===== config.mk =====
export PLATFORM = sky130hd
export DESIGN_NAME = mem_arbiter
export DESIGN_NICKNAME = d
export VERILOG_FILES = /design/src/rtl/mem_arbiter_pkg.sv /design/src/rtl/mem_port_mux.sv /design/src/rtl/mem_arbiter.sv
export SDC_FILE = /design/constraint.sdc
export NUM_CORES = 1
export LEC_CHECK = 0
export ABC_CLOCK_PERIOD_IN_PS = 1700
export CAP_MARGIN = 20
export CORE_ASPECT_RATIO = 0.9
export CORE_UTILIZATION = 24
export CTS_BUF_LIST = sky130_fd_sc_hd__clkbuf_4
export CTS_CLUSTER_DIAMETER = 150
export CTS_CLUSTER_SIZE = 25
export DETAILED_ROUTE_END_ITERATION = 6
export PLACE_DENSITY = 0.8
export SKIP_LAST_GASP = 1
export SYNTH_ARGS = -nofsm -noshare
export SYNTH_HDL_FRONTEND = slang
export SYNTH_SLANG_ARGS = --single-unit

===== constraint.sdc =====
create_clock -name clk -period 1.7 [get_ports clk]
set_clock_uncertainty 0.15 [all_clocks]
set_input_delay 0.34 -clock clk [delete_from_list [all_inputs] [get_ports clk]]
set_output_delay 0.34 -clock clk [all_outputs]
set_load 0.02 [all_outputs]

===== src/rtl/mem_arbiter_pkg.sv =====
// mem_arbiter_pkg
// Shared constants for the memory-port arbiter.
//   ARB_CPU_SLICE     : default minimum number of CPU accesses performed between
//                       two external grants while the CPU keeps the port busy.
//   ARB_EXT_MAX_BURST : default maximum number of external accesses per grant.
package mem_arbiter_pkg;

    localparam int ARB_CPU_SLICE     = 4;
    localparam int ARB_EXT_MAX_BURST = 16;

endpackage


===== src/rtl/mem_port_mux.sv =====
// mem_port_mux
// Purely combinational selector that places either the CPU request or the
// external request onto the single memory port.
// Ports:
//   i_selExt                         : 1 selects the external side, 0 the CPU side
//   i_kill                           : forces both memory strobes low
//   i_cpuAddr/Rd/Wr/Byt/Wdata        : CPU-side request
//   i_extAddr/Rd/Wr/Byt/Wdata        : external-side request (strobes pre-qualified)
//   o_memAddr/Rd/Wr/Byt/Wdata        : memory macro port
module mem_port_mux (
    input  logic        i_selExt,
    input  logic        i_kill,
    input  logic [15:0] i_cpuAddr,
    input  logic        i_cpuRd,
    input  logic        i_cpuWr,
    input  logic        i_cpuByt,
    input  logic [15:0] i_cpuWdata,
    input  logic [15:0] i_extAddr,
    input  logic        i_extRd,
    input  logic        i_extWr,
    input  logic        i_extByt,
    input  logic [15:0] i_extWdata,
    output logic [15:0] o_memAddr,
    output logic        o_memRd,
    output logic        o_memWr,
    output logic        o_memByt,
    output logic [15:0] o_memWdata
);

    // Address, data and byte flag are free to follow the select; only the
    // strobes are gated, since they alone cause a memory side effect.
    assign o_memAddr  = i_selExt ? i_extAddr  : i_cpuAddr;
    assign o_memWdata = i_selExt ? i_extWdata : i_cpuWdata;
    assign o_memByt   = i_selExt ? i_extByt   : i_cpuByt;
    assign o_memRd    = ~i_kill & (i_selExt ? i_extRd : i_cpuRd);
    assign o_memWr    = ~i_kill & (i_selExt ? i_extWr : i_cpuWr);

endmodule


===== src/rtl/mem_arbiter.sv =====
// mem_arbiter
// Shares the CPU's single synchronous memory port between the CPU datapath
// and an external master (program loader / debug port). The external master
// is granted the port in time slices; while it owns the port the CPU is stalled.
// Ports:
//   clk, rst                            : clock, synchronous active-high reset
//   cpu_addr/rd/wr/byt/wdata            : CPU request
//   cpu_rdata, cpu_stall                : CPU read data and stall
//   ext_req/addr/wr/byt/wdata           : external request (held until granted)
//   ext_gnt, ext_rdata, ext_rvalid      : external grant, read data, read valid
//   mem_addr/rd/wr/byt/wdata, mem_rdata : memory macro port
module mem_arbiter
    import mem_arbiter_pkg::*;
#(
    parameter int CPU_SLICE     = ARB_CPU_SLICE,
    parameter int EXT_MAX_BURST = ARB_EXT_MAX_BURST
) (
    input  logic        clk,
    input  logic        rst,
    input  logic [15:0] cpu_addr,
    input  logic        cpu_rd,
    input  logic        cpu_wr,
    input  logic        cpu_byt,
    input  logic [15:0] cpu_wdata,
    output logic [15:0] cpu_rdata,
    output logic        cpu_stall,
    input  logic        ext_req,
    input  logic [15:0] ext_addr,
    input  logic        ext_wr,
    input  logic        ext_byt,
    input  logic [15:0] ext_wdata,
    output logic        ext_gnt,
    output logic [15:0] ext_rdata,
    output logic        ext_rvalid,
    output logic [15:0] mem_addr,
    output logic        mem_rd,
    output logic        mem_wr,
    output logic        mem_byt,
    output logic [15:0] mem_wdata,
    input  logic [15:0] mem_rdata
);

    typedef enum logic {
        S_CPU = 1'b0,
        S_EXT = 1'b1
    } arbState_t;

    localparam int WAIT_W  = $clog2(CPU_SLICE + 1);
    localparam int BURST_W = $clog2(EXT_MAX_BURST + 1);

    localparam logic [WAIT_W-1:0]  WAIT_LAST  = WAIT_W'(CPU_SLICE - 1);
    localparam logic [WAIT_W-1:0]  WAIT_MAX   = WAIT_W'(CPU_SLICE);
    localparam logic [BURST_W-1:0] BURST_LAST = BURST_W'(EXT_MAX_BURST - 1);

    arbState_t          r_state;
    logic [WAIT_W-1:0]  r_waitCnt;
    logic [BURST_W-1:0] r_burstCnt;
    logic               r_extRvalid;

    logic w_cpuBusy;
    logic w_selExt;
    logic w_extRd;
    logic w_extWr;

    assign w_cpuBusy = cpu_rd | cpu_wr;
    assign w_selExt  = (r_state == S_EXT);

    // External strobes are only meaningful while the request is held.
    assign w_extRd = ext_req & ~ext_wr;
    assign w_extWr = ext_req & ext_wr;

    // Handshake outputs are forced inactive during reset so neither master
    // believes an access happened while the memory strobes are killed.
    assign ext_gnt    = w_selExt & ext_req & ~rst;
    assign cpu_stall  = w_selExt & w_cpuBusy & ~rst;
    assign ext_rvalid = r_extRvalid;

    // Memory read data is returned unregistered to both masters; only the
    // one that issued the read last cycle will consume it.
    assign cpu_rdata = mem_rdata;
    assign ext_rdata = mem_rdata;

    // In S_EXT the CPU side is not selected at all, so the ignored CPU
    // request never reaches the memory; the kill only has to cover reset.
    mem_port_mux u_mux (
        .i_selExt   (w_selExt),
        .i_kill     (rst),
        .i_cpuAddr  (cpu_addr),
        .i_cpuRd    (cpu_rd),
        .i_cpuWr    (cpu_wr),
        .i_cpuByt   (cpu_byt),
        .i_cpuWdata (cpu_wdata),
        .i_extAddr  (ext_addr),
        .i_extRd    (w_extRd),
        .i_extWr    (w_extWr),
        .i_extByt   (ext_byt),
        .i_extWdata (ext_wdata),
        .o_memAddr  (mem_addr),
        .o_memRd    (mem_rd),
        .o_memWr    (mem_wr),
        .o_memByt   (mem_byt),
        .o_memWdata (mem_wdata)
    );

    // Ownership FSM. In S_CPU the wait counter measures how long the
    // external master has been held off by a busy CPU; once the CPU has had
    // its slice (or is idle) ownership moves over, with the CPU's access in
    // the deciding cycle still performed. In S_EXT the burst counter limits
    // how long the CPU can be stalled; the grant ends early if the external
    // master drops its request. The read-valid flag lags a granted read by
    // one cycle, matching the memory's read latency.
    always_ff @(posedge clk) begin
        if (rst) begin
            r_state     <= S_CPU;
            r_waitCnt   <= '0;
            r_burstCnt  <= '0;
            r_extRvalid <= 1'b0;
        end else begin
            r_extRvalid <= w_selExt & ext_req & ~ext_wr;
            case (r_state)
                S_CPU: begin
                    if (ext_req & (~w_cpuBusy | (r_waitCnt >= WAIT_LAST))) begin
                        r_state   <= S_EXT;
                        r_waitCnt <= '0;
                    end else if (ext_req & w_cpuBusy & (r_waitCnt != WAIT_MAX)) begin
                        r_waitCnt <= r_waitCnt + WAIT_W'(1);
                    end
                end
                S_EXT: begin
                    if (~ext_req | (r_burstCnt >= BURST_LAST)) begin
                        r_state    <= S_CPU;
                        r_burstCnt <= '0;
                    end else begin
                        r_burstCnt <= r_burstCnt + BURST_W'(1);
                    end
                end
                default: begin
                    r_state <= S_CPU;
                end
            endcase
        end
    end

endmodule

======== After elaboration in Yosys (flattened, before gate mapping) ========
Index checks and enable logic that the tools add are counted.
storage, ports and cells
  register bits ........................... 10
  output and inout port bits .............. 70
  memories ................................ 0
  memory bits (writable) .................. 0
  latch bits .............................. 0
  logic and storage cells ................. 42
  input bits .............................. 88
  bits in read-only memories .............. 0
cells by class
  shifts and indexed selects .............. 0
  equality and inequality tests ........... 1
  divide/modulo/power cells ............... 0
  order comparisons ....................... 2
  multipliers ............................. 0
  mux-type cells .......................... 11
  bitwise operators ....................... 20
  reduce and logical (&&, ||, !) cells .... 2
  $add $sub $neg .......................... 2
operator list
  operator               number
  $mux W16               2
  $and A1 B1 Y1          12
  $mux W3                2
  $add A5 B1 Y5 const B  1
  $ge A5 B4 Y1 const B   1
  $mux W1                5
  $mux W5                1
  $not A1 Y1             5
  $add A3 B1 Y3 const B  1
  $ge A3 B2 Y1 const B   1
  $ne A3 B3 Y1 const B   1
  $or A1 B1 Y1           3
  $pmux W1 S2            1
  $reduce_and A2 Y1      1
  $reduce_bool A2 Y1     1

======== Depth between registers and ports, before layout ========
  depth after elaboration ................. 6
  depth in mapped cells ................... 6
  mapped depth without buffers ............ 6

======== By module ========
From an unflattened synthesis, not the netlist that was laid out.
second synthesis, totals
  cells, all modules ...................... 136
  area total of the unflattened synthesis .. 1376.3 um^2
modules (own cells, without submodules)
  module        area each (um^2)  times used  sequential area each (um^2)  cells an instance
  mem_arbiter   800.8             1           200.2                        95
  mem_port_mux  575.6             1           0.0                          41

======== Least setup slack after synthesis ========
Ideal clock, no wire load.
  path kind ............................... reg-to-reg
  start ................................... register r_burstCnt[0]
  end ..................................... register r_burstCnt[4]
  arrival time ............................ 1.456 ns
  library setup time ...................... 0.092 ns
  stages on the path, launching flop included .. 7
  setup slack ............................. 0.002 ns
  cell sequence ........................... dfxtp_1 -> ha_1 -> and3_1 -> ha_1 -> nor3b_2 -> nand2_1 -> o32ai_1
between the ends
  cells in the longest elaborated chain, start to end .. 3
RTL lines
  item                    line                source
  from (decl)             mem_arbiter.sv:57   logic [BURST_W-1:0] r_burstCnt;
  from (signal assigned)  mem_arbiter.sv:134  r_burstCnt <= r_burstCnt + BURST_W'(1);
  $ge A5 B4 Y1            mem_arbiter.sv:130  if (~ext_req | (r_burstCnt >= BURST_LAST)) begin
  $or A1 B1 Y1            mem_arbiter.sv:130
  $mux W5 *               mem_arbiter.sv:130
Mark *: on every way between the ends. The rest lies on a longest branch, timed or not.
A chain may end at the register's enable or synchronous reset.

======== Worst setup path after layout ========
  start ................................... register r_state
  end ..................................... output mem_addr[1]
between the ends
  cells in the longest elaborated chain, start to end .. 1
RTL lines
  item                    line                source
  from (decl)             mem_arbiter.sv:55   arbState_t r_state;
  from (signal assigned)  mem_arbiter.sv:114  r_state <= S_CPU;
  from (signal assigned)  mem_arbiter.sv:123  r_state <= S_EXT;
  from (signal assigned)  mem_arbiter.sv:131  r_state <= S_CPU;
  $mux W16                mem_port_mux.sv:32  assign o_memAddr = i_selExt ? i_extAddr : i_cpuAddr;
  to (decl)               mem_arbiter.sv:35   output logic [15:0] mem_addr,
No other way between the ends.

==> impl_metrics.toml <==
[clock_network]
numCtsBuffers = 3
cts_max_level = 1
clk_pin_slew_ps = 70
clk_latency_ps = 260
cts_buffer_depth = 2
clock_sinks = 10
cts-root-buf = "clkbuf_4"
holdBufCountCts = 0
cts_tree = "built"

[floorplanning]
die-area_um2 = 5350
initial_utilization = 0.250
die_y_um = 69.5
coreArea_um2 = 4860
pin_count = 158
num_rows = 24
dieWidth_um = 77.0

[power_and_ir_drop]
power.switching_uw = 301
internal-power_uw = 659
ir_drop_uv = 154
pwr-share-comb = 0.564
p_per_area_nw_per_um2 = 387
p_leak_nw = 0.982
p_clk_frac = 0.178
switching_share = 0.313
seqPwrFrac = 0.258
total_power_uw = 960

[routing]
vias = 1350
post-route-drc-count = 0
wl_per_cell_um = 13.0
drt_first_iter_violations = 74
first_pass_iters = 4
ant_nets = 0
post_drt_via_cell_ratio = 4.47
wl_um = 3910

[timing]
finalHoldViolCount = 0
setup_tns_ps = -3880
fmax_ghz = 0.539
setup_viol_count_final = 37
whs_ps = 327
tightest_slew_ps = 228
drv_slew = 0
rsz0062_at_grt = "yes"
fin_ws_ps = -155
period_needed_ps = 1860
post-route-period-util = 1.09
slew_headroom = 0.847

[worst_hold_path]
worstHoldStart = "ext_req"
hold_class = "in -> reg"

[finish]
syn_to_final_growth_pct = 104
final_util = 0.510
multiInputGateArea_um2 = 872
final_common_cell = "clkdlybuf4s50_1"
seq_area_um2 = 210
n_fill_cell = 471
drive_above_1_share = 0.519
final_nets = 331
final_cell_mix = "clkdlybuf4s50_1, mux2_2, buf_2"
final_cells = 302
insertedDiodeCount = 0

[critical_path]
crit_required_ps = 1210
cp_cell_sequence = "buf_12 -> buf_16 -> mux2_4 -> buf_6"
critPathLaunch = "r_state"
worstSetupEndpointType = "output pin"
r2r_end = "r_waitCnt[2]"
cp_slowest_cell = "dfxtp_4"
cp.arrival_ps = 1370
startpoint_type = "register"
cpPeakStageDelay_ps = 420
crit_end = "mem_addr[1]"
worstReg2RegStart = "r_waitCnt[1]"
crit_type = "reg -> out"
r2r_slack_ps = 10
cp_max_fo = 5
r2r_cells = 5

[synthesis]
yosys_warnings = 0
ys_ff_latch = 10
postSynthAreaPerCell_um2 = 8.87
ys_seq_area_frac = 0.165
syn_inst = 137
synth_fp_nets = 230
netlist_area_um2 = 1210
synth_cell_types = 26

[outcome]
violations = "setup timing"
status = "finished, violations left"

[placement]
dp.cells = 290
routabilityCongestion = 0.679
port_buffers = 109
hpwl_um = 2830

[flow_run]
maxCapViolCount = 0

[grt]
track_usage = 0.146
antenna_found_initial = 0
grt_remaining_overflow = 0
grt_max_degree = 11
grt_pass1_wl_um = 6370
grt_pass1_vias = 1392
## cell usage after synthesis
cell | instances | share of area
mux2_2 | 33 | 0.31
buf_4 | 32 | 0.20
dfxtp_1 | 10 | 0.16
nand2b_1 | 8 | 0.041
a21oi_1 | 7 | 0.029
inv_1 | 6 | 0.019
buf_2 | 5 | 0.021
ha_1 | 5 | 0.051
nand2_1 | 4 | 0.012
nor2_1 | 4 | 0.012
nand4_1 | 3 | 0.015
a31oi_1 | 2 | 0.010
nand3_1 | 2 | 0.0082
nand4b_1 | 2 | 0.014
o32ai_1 | 2 | 0.014
or4b_1 | 2 | 0.016
a211oi_2 | 1 | 0.010
and3_1 | 1 | 0.0052
clkbuf_1 | 1 | 0.0031
mux2i_1 | 1 | 0.0082
nand3b_1 | 1 | 0.0062
nand4bb_1 | 1 | 0.0093
nor2b_1 | 1 | 0.0052
nor3_1 | 1 | 0.0041
nor3b_2 | 1 | 0.010
nor4_1 | 1 | 0.0052
## worst max-delay path: cells and delay by family, from the launching register on
kind | cells | cell delay [ps]
buf+inv | 3 | 380
flops | 1 | 420
mux | 1 | 300
## cell families after synthesis
logic type / after synthesis / synth area share
buffers and inverters: 44 / 0.240
AND/OR/NAND/NOR: 32 / 0.166
AO/OA/AOI/OAI: 12 / 0.0638
flip-flops: 10 / 0.165
adder cells (fa/ha/maj): 5 / 0.0515
multiplexers: 34 / 0.314
## routing by layer
metal	wire (µm)	global-route usage
met4	44	0.0210
met1	1550	0.170
met2	2020	0.276
met5	0	0
met3	299	0.0342
## power groups by stage
stage | clock [mW] | combinational (mW) | sequential, mW
global placement | 0 | 0.516 | 0.249
finish | 0.171 | 0.542 | 0.248
floorplan | 0 | 0.310 | 0.250
CTS | 0.178 | 0.535 | 0.245
global route | 0.195 | 0.577 | 0.248
detailed placement | 0 | 0.522 | 0.249
## how the worst min path moves through the flow
stage | end | cells after the start | slack (ps)
final | ext_rvalid | 3 | 330
after global routing | ext_rvalid | 3 | 360
after CTS | r_waitCnt[2] | 2 | 340
after detailed placement | r_waitCnt[2] | 2 | 330
after global placement | r_waitCnt[2] | 2 | 320
after floorplan | ext_rvalid | 1 | 270
## metrics by stage
stage          cell area, µm²  setup WS, ps
2_1_floorplan            1210          2.03
3_3_place_gp             2270          -483
3_5_place_dp             2270          -501
4_1_cts                  2410          -204
5_1_grt                  2480          -210
6_report                 2480          -155
## sequential cells by signal, indices dropped and copies added, names as in the netlist
name        flops
r_waitCnt       3
r_burstCnt      5
r_state         1
ext_rvalid      1
## final cells by class
type	instances	area share
clock buffer	3	0.00908
clock inverter	1	0.00151
inverter	6	0.00908
multi-input combinational	83	0.351
sequential	10	0.0847
tap	65	0.0328
timing repair buffer	134	0.511
## what timing repair did
action | 4_1_cts | 5_1_grt
gates cloned | 3 | 0
pin swaps | 5 | 10
endpoints found under the setup margin | 40 | 44
buffers inserted | 4 | 2
resized for setup | 191 | 19
Power figures use the tool's default switching activity.
